<file path="src/rtl/mem_pkg.sv">
// Shared definitions for the data-memory access path.
//   state_t         : controller state encoding
//   SZ_*            : RAM size codes (identical to RISC-V load/store funct3)
//   ERR_*           : response error codes
//   size_illegal()  : funct3 values that name no supported access size
package mem_pkg;

    typedef enum logic [2:0] {
        ST_IDLE   = 3'd0,
        ST_WAIT   = 3'd1,
        ST_ACCESS = 3'd2,
        ST_RESP   = 3'd3,
        ST_ERR    = 3'd4
    } state_t;

    localparam logic [2:0] SZ_B  = 3'b000;
    localparam logic [2:0] SZ_H  = 3'b001;
    localparam logic [2:0] SZ_W  = 3'b010;
    localparam logic [2:0] SZ_BU = 3'b100;
    localparam logic [2:0] SZ_HU = 3'b101;

    localparam logic [1:0] ERR_OK    = 2'b00;
    localparam logic [1:0] ERR_MISAL = 2'b01;
    localparam logic [1:0] ERR_RANGE = 2'b10;
    localparam logic [1:0] ERR_SIZE  = 2'b11;

    // Size field 11 does not exist; 110 would be an unsigned word, which
    // is meaningless on a 32-bit datapath.
    function automatic logic size_illegal(input logic [2:0] funct3);
        return (funct3[1:0] == 2'b11) || (funct3 == 3'b110);
    endfunction

endpackage

</file>
<file path="src/rtl/mem_req_check.sv">
// Combinational legality check for a memory request.
//   addr   in  32  byte address
//   funct3 in  3   size code (bit2 unsigned, [1:0] byte/half/word)
//   err    out 2   ERR_OK / ERR_MISAL / ERR_RANGE / ERR_SIZE
// Priority: illegal size, then out of range, then misalignment.
module mem_req_check
    import mem_pkg::*;
#(
    parameter int ADDR_BITS = 7
) (
    input  logic [31:0] addr,
    input  logic [2:0]  funct3,
    output logic [1:0]  err
);

    always_comb begin
        err = ERR_OK;
        if (size_illegal(funct3)) begin
            err = ERR_SIZE;
        end else if ((addr >> ADDR_BITS) != 32'd0) begin
            err = ERR_RANGE;
        end else if (((funct3[1:0] == 2'b01) && addr[0]) ||
                     ((funct3[1:0] == 2'b10) && (addr[1:0] != 2'b00))) begin
            err = ERR_MISAL;
        end
    end

endmodule

</file>
<file path="src/rtl/mem_access_ctrl.sv">
// Initiator side of the byte-addressed data-RAM interface.
//   clk, rst            : clock, asynchronous active-high reset
//   req_valid/req_ready : request handshake from the MEM stage (ready only in IDLE)
//   req_we/addr/wdata/funct3 : load/store request fields
//   resp_valid          : one-cycle response pulse
//   resp_rdata/resp_err : load result / error code, held until the next response
//   busy                : stall to the pipeline (state != IDLE)
//   mem_addr/din/we/u_b_h_w, mem_dout : RAM port (RAM writes on negedge,
//                         reads combinationally)
// A legal request spends LATENCY cycles in WAIT, one cycle in ACCESS, then
// one cycle in RESP. An illegal request goes straight to ERR.
module mem_access_ctrl
    import mem_pkg::*;
#(
    parameter int LATENCY   = 2,
    parameter int ADDR_BITS = 7
) (
    input  logic        clk,
    input  logic        rst,
    input  logic        req_valid,
    output logic        req_ready,
    input  logic        req_we,
    input  logic [31:0] req_addr,
    input  logic [31:0] req_wdata,
    input  logic [2:0]  req_funct3,
    output logic        resp_valid,
    output logic [31:0] resp_rdata,
    output logic [1:0]  resp_err,
    output logic        busy,
    output logic [31:0] mem_addr,
    output logic [31:0] mem_din,
    output logic        mem_we,
    output logic [2:0]  mem_u_b_h_w,
    input  logic [31:0] mem_dout
);

    // Counter start value: WAIT exits the cycle after the counter reads 0.
    localparam logic [3:0] WAIT_INIT = (LATENCY > 0) ? 4'(LATENCY - 1) : 4'd0;

    state_t      state_q, state_d;
    logic [3:0]  cnt_q, cnt_d;
    logic        we_q, we_d;
    logic [31:0] addr_q, addr_d;
    logic [31:0] wdata_q, wdata_d;
    logic [2:0]  funct3_q, funct3_d;
    logic [31:0] resp_rdata_q, resp_rdata_d;
    logic [1:0]  resp_err_q, resp_err_d;
    logic [1:0]  check_err;

    mem_req_check #(
        .ADDR_BITS (ADDR_BITS)
    ) u_check (
        .addr   (req_addr),
        .funct3 (req_funct3),
        .err    (check_err)
    );

    always_comb begin
        state_d      = state_q;
        cnt_d        = cnt_q;
        we_d         = we_q;
        addr_d       = addr_q;
        wdata_d      = wdata_q;
        funct3_d     = funct3_q;
        resp_rdata_d = resp_rdata_q;
        resp_err_d   = resp_err_q;

        case (state_q)
            ST_IDLE: begin
                if (req_valid) begin
                    we_d     = req_we;
                    addr_d   = req_addr;
                    wdata_d  = req_wdata;
                    funct3_d = req_funct3;
                    if (check_err != ERR_OK) begin
                        // Error response is loaded now so it is visible
                        // together with resp_valid in the ERR cycle.
                        state_d      = ST_ERR;
                        resp_err_d   = check_err;
                        resp_rdata_d = 32'd0;
                    end else if (LATENCY == 0) begin
                        state_d = ST_ACCESS;
                    end else begin
                        state_d = ST_WAIT;
                        cnt_d   = WAIT_INIT;
                    end
                end
            end
            ST_WAIT: begin
                if (cnt_q == 4'd0) begin
                    state_d = ST_ACCESS;
                end else begin
                    cnt_d = cnt_q - 4'd1;
                end
            end
            ST_ACCESS: begin
                resp_rdata_d = we_q ? 32'd0 : mem_dout;
                resp_err_d   = ERR_OK;
                state_d      = ST_RESP;
            end
            ST_RESP:  state_d = ST_IDLE;
            ST_ERR:   state_d = ST_IDLE;
            default:  state_d = ST_IDLE;
        endcase
    end

    always_ff @(posedge clk or posedge rst) begin
        if (rst) begin
            state_q      <= ST_IDLE;
            cnt_q        <= 4'd0;
            we_q         <= 1'b0;
            addr_q       <= 32'd0;
            wdata_q      <= 32'd0;
            funct3_q     <= 3'd0;
            resp_rdata_q <= 32'd0;
            resp_err_q   <= ERR_OK;
        end else begin
            state_q      <= state_d;
            cnt_q        <= cnt_d;
            we_q         <= we_d;
            addr_q       <= addr_d;
            wdata_q      <= wdata_d;
            funct3_q     <= funct3_d;
            resp_rdata_q <= resp_rdata_d;
            resp_err_q   <= resp_err_d;
        end
    end

    // All handshake and RAM strobes decode registered state only, so a
    // changing request can never glitch mem_we, and reset drops it at once.
    assign req_ready   = (state_q == ST_IDLE);
    assign busy        = (state_q != ST_IDLE);
    assign resp_valid  = (state_q == ST_RESP) || (state_q == ST_ERR);
    assign resp_rdata  = resp_rdata_q;
    assign resp_err    = resp_err_q;
    assign mem_we      = (state_q == ST_ACCESS) && we_q;
    assign mem_addr    = addr_q;
    assign mem_din     = wdata_q;
    assign mem_u_b_h_w = funct3_q;

endmodule

</file>
<file path="config.mk">
export PLATFORM = sky130hd
export DESIGN_NAME = mem_access_ctrl
export DESIGN_NICKNAME = d
export VERILOG_FILES = /design/src/rtl/mem_pkg.sv /design/src/rtl/mem_req_check.sv /design/src/rtl/mem_access_ctrl.sv
export SDC_FILE = /design/constraint.sdc
export NUM_CORES = 1
export LEC_CHECK = 0
export ABC_AREA = 1
export ABC_CLOCK_PERIOD_IN_PS = 4000
export BUFFER_PORTS_ARGS = -buffer_cell sky130_fd_sc_hd__buf_2
export CORE_UTILIZATION = 47
export CTS_CLUSTER_DIAMETER = 100
export DETAILED_ROUTE_END_ITERATION = 7
export PLACE_DENSITY = 0.8
export SYNTH_ARGS = -nofsm -noshare
export SYNTH_HDL_FRONTEND = slang
export SYNTH_SLANG_ARGS = --single-unit
</file>
<file path="constraint.sdc">
create_clock -name clk -period 4 [get_ports clk]
set_clock_uncertainty 0.05 [all_clocks]
set_input_delay 0.2 -clock clk [delete_from_list [all_inputs] [get_ports clk]]
set_output_delay 0.2 -clock clk [all_outputs]
set_load 0.03 [all_outputs]
</file>
==> metrics.md, run 1 <==
| Metric | Value |
|---|---|
| Post-synth EDFFs | `0` |
| Actual slew at the worst max-slew pin | `1207 ps` |
| GPL Wtd Cong | `0.8231` |
| Post-route insts no fill | `934` |
| Post-synth cell types | `24` |
| Setup ws final | `1402 ps` |
| Pre-CTS WS | `1569 ps` |
| Worst Hold Depth | `3` |
| Final setup violation count | `0` |
| WS Path Type | `flop to flop` |
| Synth-to-layout area growth | `44.91%` |
| Final min period | `2598 ps` |
| Initial antenna violation count | `0` |
| Avg Inst Size Synth | `8.511 µm²` |
| Worst-path cell chain | `nor2_1, inv_1, nor2_1, inv_2, nor2_2, nand2_1, nand2_1` |
| Port buffer count | `207` |
| Crit path launch type | `flop` |
| Cells after Synth | `527` |
| Die area | `9938 µm²` |
| Num CTS Buffers | `9` |
| Ant diodes | `0` |
| Die width | `99.69 µm` |
| DR WL/cell | `13.68 µm` |
| First-pass GRT wire length | `20310 µm` |
| R2R Setup Slk | `1400 ps` |
| Min-Delay Endpoint | `resp_rdata[13]` |
| Min-delay src | `mem_dout[13]` |
| Placed Cells | `842` |
| # clock sinks | `109` |
| Final Max Slew Viols | `0` |
| PD cells | `796.5 nW/µm²` |
| CP peak stage delay | `980 ps` |
| CTS H-Tree Depth | `3` |
| CTS tree | `done` |
| GR Overflow Total | `0` |
| Post-CTS Resized | `0` |
| DP HPWL | `7801 µm` |
| Syn. warnings | `0` |
| First DRT Iteration DRCs | `124` |
| Die Ht | `99.69 µm` |
| Status | `finished clean` |
| Crit path capture type | `flop` |
| Max-cap violations | `0` |
| GRT Total Usage | `25.96%` |
| Largest net degree at the start of global routing | `78` |
| DRC viols | `0` |
| Required @ worst endpoint | `4240 ps` |
| RR Startpoint | `state_q[2]` |
| Ys async rst share | `100.0%` |
| Synth cell count leaders | `nand2_1, dfrtp_1, nand3_1` |
| RSZ-0062 raised after global routing | `false` |
| Initial Utilization | `48.54%` |
| Yosys reg bits | `109` |
| Vias post-DR | `4494` |
| Vias in the first global route | `4426` |
| Drt first pass iters | `5` |
| Post-DRT Antenna Nets | `0` |
| Highest Clock Rate | `384.9 MHz` |
| Hold Slack | `3.977 ps` |
| Clock-pin slew on the worst setup and hold paths | `100 ps` |
| Nets | `905` |
| IO Pins | `208` |
| Worst reg2reg path depth | `7` |
| Layout cells sized above 1 | `28.94%` |
| Post-CTS setup buffers | `0` |
| Post-synth top area cell | `dfrtp_1` |
| Worst skew pair latency | `360 ps` |
| Vias per cell | `4.812` |
| Final Hold Vio Count | `0` |
| Worst VDD drop | `495.9 µV` |
| Seq/Total Area, Yosys | `60.81%` |
| Routed WL | `12780 µm` |
| Worst Hold Class | `primary input to flop` |
| Cell Rows | `35` |
| Most common cell in the netlist | `nand2_1` |
| Net count after synthesis | `631` |
| Post-synth top area share | `60.81%` |
| Max Root-Sink Buffers | `2` |
| Reg2reg end | `resp_rdata[20]` |
| Ys flop type | `dfrtp_1` |
| Slew HR | `19.55%` |
| Static leakage | `0.003787 µW` |
| Post-synthesis cell area | `4486 µm²` |
| Clock Root Buffer | `clkbuf_8` |
| Crit-path max FO | `37` |
| Largest cells by area after synthesis | `dfrtp_1, nand2_1, nand3_1` |
| Core ar. | `9240 µm²` |
| Setup TNS Final | `0 ps` |
| Final Cycle Share | `64.95%` |
| Crit path DAT | `2840 ps` |
| Crit-path slowest cell | `nor2_2` |
state kept, by name, summed over array words and instances, names as in the netlist:
| signal | cells |
|---|---|
| mem_din | 32 |
| state_q | 3 |
| resp_rdata | 32 |
| resp_err | 2 |
| we_q | 1 |
| cnt_q | 4 |
| mem_addr | 32 |
| mem_u_b_h_w | 3 |
placed cells by master, fill, tap and decap left out, drive strengths merged:
| cell | synthesis | final |
|---|---|---|
| a21boi | 1 | 1 |
| a21oi | 1 | 1 |
| buf | 21 | 209 |
| clkbuf | 2 | 11 |
| clkinv | 0 | 1 |
| clkinvlp | 0 | 2 |
| dfrtp | 109 | 109 |
| dlygate4sd3 | 0 | 77 |
| ha | 1 | 1 |
| inv | 25 | 26 |
| nand2 | 283 | 283 |
| nand3 | 41 | 41 |
| nand4 | 1 | 1 |
| nor2 | 25 | 25 |
| nor3 | 1 | 1 |
| o211ai | 1 | 1 |
| o21ai | 13 | 13 |
| xnor2 | 1 | 1 |
| xor2 | 1 | 1 |
worst max-delay path by stage:
stage          startpoint  slack (ps)             end
2_1_floorplan         rst         880        cnt_q[0]
3_3_place_gp   state_q[1]        1680  resp_rdata[20]
3_5_place_dp   state_q[2]        1570  resp_rdata[31]
4_1_cts        state_q[2]        1520  resp_rdata[31]
5_1_grt        state_q[2]        1190  resp_rdata[20]
6_report       state_q[2]        1400  resp_rdata[20]
routing by layer:
layer	routed length, µm	global-route usage (%)
met4	624	15.72
met5	0	0
met1	4919	30.52
met2	6506	44.46
met3	726	4.498
kinds of logic (layout without fill, tap and decap cells):
kind of cell / after synthesis / after routing / share of synthesized area (%)
simple gates: 351 / 351 / 31.24
flops: 109 / 109 / 60.81
buf+inv: 48 / 326 / 5.384
compound gates: 16 / 16 / 1.897
xor+xnor: 2 / 2 / 0.3906
fa+ha+maj: 1 / 1 / 0.2789
where the power goes:
part | internal [µW] | leakage (µW) | switching, µW
logic | 736 | 0.00231 | 1930
registers | 1620 | 0.00139 | 281
clock network | 244 | 0.0000820 | 367
total | 2600 | 0.00379 | 2580
metrics by stage:
stage | power, µW | area (µm²) | util [%]
2_1_floorplan | 3750 | 4486 | -
3_3_place_gp | 4418 | 5555 | 60.12
3_5_place_dp | 4508 | 5555 | 60.12
4_1_cts | 5174 | 6490 | 70.24
5_1_grt | 5506 | 6500 | 70.35
6_report | 5177 | 6500 | 70.35
repair_timing:
item | 4_1_cts | 5_1_grt
hold buffers | 76 | 1
endpoints found under the setup margin | 0 | 0
hold endpoints to repair | 113 | 1
cell type report:
class | instances | area [µm²]
fill | 701 | 2740
sequential | 109 | 2728
timing repair buffer | 286 | 1822
multi-input combinational | 370 | 1519
tap | 129 | 161.4
clock buffer | 11 | 141.4
inverter | 25 | 96.34
clock inverter | 4 | 32.53
critical path: cells and delay by family, from the launching register on:
family | cells | cell delay (ps)
AND/OR/NAND/NOR | 5 | 1670
flip-flops | 1 | 450
buffers and inverters | 2 | 350
Note: power is estimated with default switching activity, not from simulation.
==> run 2, diff against run 1 <==
--- a/config.mk
+++ b/config.mk
@@ -5,13 +5,13 @@
 export SDC_FILE = /design/constraint.sdc
 export NUM_CORES = 1
 export LEC_CHECK = 0
-export ABC_AREA = 1
-export ABC_CLOCK_PERIOD_IN_PS = 4000
+export ABC_AREA = 0
+export ABC_CLOCK_PERIOD_IN_PS = 2220
 export BUFFER_PORTS_ARGS = -buffer_cell sky130_fd_sc_hd__buf_2
-export CORE_UTILIZATION = 47
+export CORE_UTILIZATION = 42
 export CTS_CLUSTER_DIAMETER = 100
 export DETAILED_ROUTE_END_ITERATION = 7
-export PLACE_DENSITY = 0.8
+export PLACE_DENSITY = 0.76
 export SYNTH_ARGS = -nofsm -noshare
 export SYNTH_HDL_FRONTEND = slang
 export SYNTH_SLANG_ARGS = --single-unit
==> constraint.sdc (replaced) <==
create_clock -name clk -period 2.22 [get_ports clk]
set_clock_uncertainty 0.05 [all_clocks]
set_input_delay 0.111 -clock clk [delete_from_list [all_inputs] [get_ports clk]]
set_output_delay 0.111 -clock clk [all_outputs]
set_load 0.03 [all_outputs]
==> metrics.md, run 2 <==
| Metric | Value |
|---|---|
| First-pass GRT wire length | `20370 µm (+0.31%)` |
| Max-cap violations | `0 (unchanged)` |
| Crit path launch type | `primary input` |
| Post-DRT Antenna Nets | `0 (unchanged)` |
| RSZ-0062 raised after global routing | `false` |
| Clock-pin slew on the worst setup and hold paths | `110 ps (about the same)` |
| Combinational share of power | `25.4% (-26 points)` |
| Clock power frac | `27.6% (+16 points)` |
| Worst reg2reg path depth | `7 (unchanged)` |
| GRT Total Usage | `24.09% (-1.9 points)` |
| Post-synth top area share | `62.16% (+1.4 points)` |
| Most common cell in the netlist | `dfrtp_1` |
| Required @ worst endpoint | `2470 ps (-1770 ps)` |
| Final Max Slew Viols | `0 (unchanged)` |
| Vias per cell | `5.079 (+5.6%)` |
| Synth-to-layout area growth | `56.06%` |
| Post-synth EDFFs | `0 (unchanged)` |
| RR Startpoint | `state_q[0]` |
| Static leakage | `0.003358 µW (-11%)` |
| WS Path Type | `primary input to flop` |
| Commonest non-fill, non-tap cell in the layout | `buf_2` |
| Ys flop type | `dfrtp_1` |
| Cells after Synth | `298 (-43%)` |
| Worst Hold Depth | `4 (+1)` |
| Post-synth cell types | `44 (+83%)` |
| GPL Wtd Cong | `0.8098 (-1.6%)` |
| Nets | `715 (-21%)` |
| Hold Slack | `62.12 ps (+58.14 ps)` |
| Final Cycle Share | `91.93%` |
| Die area | `10860 µm² (+9.3%)` |
| PD cells | `708.3 nW/µm² (-11%)` |
| Port buffer count | `207 (unchanged)` |
| # clock sinks | `109 (unchanged)` |
| Vias in the first global route | `4110 (-7.1%)` |
| Initial Utilization | `44.08% (-4.5 points)` |
| NetSw | `1514 µW (-41%)` |
| Worst Hold Class | `primary input to flop` |
| Min-delay src | `req_valid` |
| Final setup violation count | `0 (unchanged)` |
| Post-synthesis cell area | `4388 µm² (-2.2%)` |
| Flop pwr share | `47.0% (+10 points)` |
| Reg2reg end | `resp_rdata[11]` |
| Ant diodes | `0 (unchanged)` |
| Synth cell count leaders | `dfrtp_1, mux2_2, a22o_1` |
| Initial antenna violation count | `0 (unchanged)` |
| Yosys reg bits | `109 (unchanged)` |
| Syn. warnings | `0 (unchanged)` |
| Core ar. | `9955 µm² (+7.7%)` |
| Largest cells by area after synthesis | `dfrtp_1, mux2_2, a22o_1` |
| Setup TNS Final | `0 ps (unchanged)` |
| Post-synth top area cell | `dfrtp_1` |
| Crit path DAT | `2300 ps (-540 ps)` |
| Ys async rst share | `100.0% (unchanged)` |
| Largest net degree at the start of global routing | `41 (-47%)` |
| Cell Rows | `36 (+2.9%)` |
| R2R Setup Slk | `200 ps (-1200 ps)` |
| Status | `finished clean` |
| Final Hold Vio Count | `0 (unchanged)` |
| DP HPWL | `7821 µm (+0.25%)` |
| Commonest cells after routing, fill and taps aside | `buf_2, dfrtp_1, dlygate4sd3_1` |
| Worst VDD drop | `395.7 µV (-20%)` |
| Actual slew at the worst max-slew pin | `568.6 ps (-638.2 ps)` |
| Die width | `104.2 µm (+4.5%)` |
| Layout cells sized above 1 | `51.46% (+23 points)` |
| Clock Root Buffer | `clkbuf_8` |
| Worst skew pair latency | `360 ps (about the same)` |
| GR Overflow Total | `0 (unchanged)` |
| Net count after synthesis | `402 (-36%)` |
| CTS tree | `done` |
| Net Sw Frac | `31.21% (-19 points)` |
| Crit path capture type | `flop` |
| IO Pins | `208 (unchanged)` |
| Seq/Total Area, Yosys | `62.16% (+1.4 points)` |
| Die Ht | `104.2 µm (+4.5%)` |
| Power Total | `4850 µW (-6.3%)` |
| DR WL/cell | `17.16 µm (+25%)` |
| Drt first pass iters | `4 (-1)` |
| CTS H-Tree Depth | `3 (unchanged)` |
| Highest Clock Rate | `490.0 MHz` |
| Internal power | `3336 µW (+29%)` |
| Routed WL | `12860 µm (+0.63%)` |
| Slew HR | `62.02% (+42 points)` |
| Vias post-DR | `3804 (-15%)` |
| Crit-path max FO | `16 (-57%)` |
| Num CTS Buffers | `9 (unchanged)` |
| First DRT Iteration DRCs | `154 (+24%)` |
| Max Root-Sink Buffers | `2 (unchanged)` |
| Final min period | `2041 ps` |
| DRC viols | `0 (unchanged)` |
| Pre-CTS WS | `182.6 ps (-1387 ps)` |
| Avg Inst Size Synth | `14.72 µm² (+73%)` |
| Setup ws final | `179.1 ps (-1223 ps)` |
| Min-Delay Endpoint | `cnt_q[1]` |
==> run 2: cells by family after synthesis <==
logic type	after synthesis	share of synthesized area (%)
flip-flops	109	62.16
multiplexers	69	17.68
AO/OA/AOI/OAI	54	9.866
AND/OR/NAND/NOR	45	6.502
buffers and inverters	20	3.507
adder cells (fa/ha/maj)	1	0.2851
==> run 2: metrics by stage <==
stage	cell area [µm²]	cells	utilization, %
floorplan	4392	298	-
global placement	5564	630	55.89
detailed placement	5564	630	55.89
CTS	6797	747	68.28
global route	6848	749	68.79
finish	6848	749	68.79
==> run 2: layer usage <==
layer  global-route usage [%]  share of wire (%)  vias to the layer above
met3                    5.702                6.6                       33
met5                        0                  0                        -
li1                         -                  -                     1724
met1                    26.77                 38                     1852
met2                    43.62                 52                      195
met4                    10.82                2.9                        0
==> run 2: area by class of cell <==
cell class | instances | area, µm²
fillers | 705 | 3107
inverters | 5 | 22.52
multi-input cells | 170 | 1540
well taps | 133 | 166.4
flip-flops and latches | 109 | 2728
clock inverters | 6 | 93.84
clock buffers | 10 | 127.6
repair buffers | 316 | 2170
==> run 2: critical path, cell delays in order <==
cell and delay, ps:
dlygate4sd3_1 550, buf_2 140, nor4_2 300, nand4_1 280, o31a_4 480, nor2_8 250, a22o_1 180
==> run 2: worst max path at each step <==
stage	endpoint	start	cells after the start
after floorplan	mem_addr[0]	state_q[1]	5
after global placement	resp_rdata[30]	req_addr[20]	6
after detailed placement	cnt_q[2]	cnt_q[0]	7
after CTS	mem_we	state_q[0]	4
after global routing	resp_rdata[26]	req_addr[28]	7
final	resp_rdata[24]	req_addr[11]	7
==> run 2: power by group through the flow <==
stage                     Combinational [µW]  Sequential (µW)  Clock (µW)
after floorplan                          305             2690           0
after global placement                  1050             2300           0
after detailed placement                1070             2310           0
after CTS                               1210             2270        1380
after global routing                    1300             2310        1450
final                                   1230             2280        1340
==> run 2: what timing repair did <==
action,4_1_cts,5_1_grt
hold buffers,101,0
resized for setup,0,4
hold endpoints to repair,122,0
buffers inserted,0,1
endpoints found under the setup margin,0,35
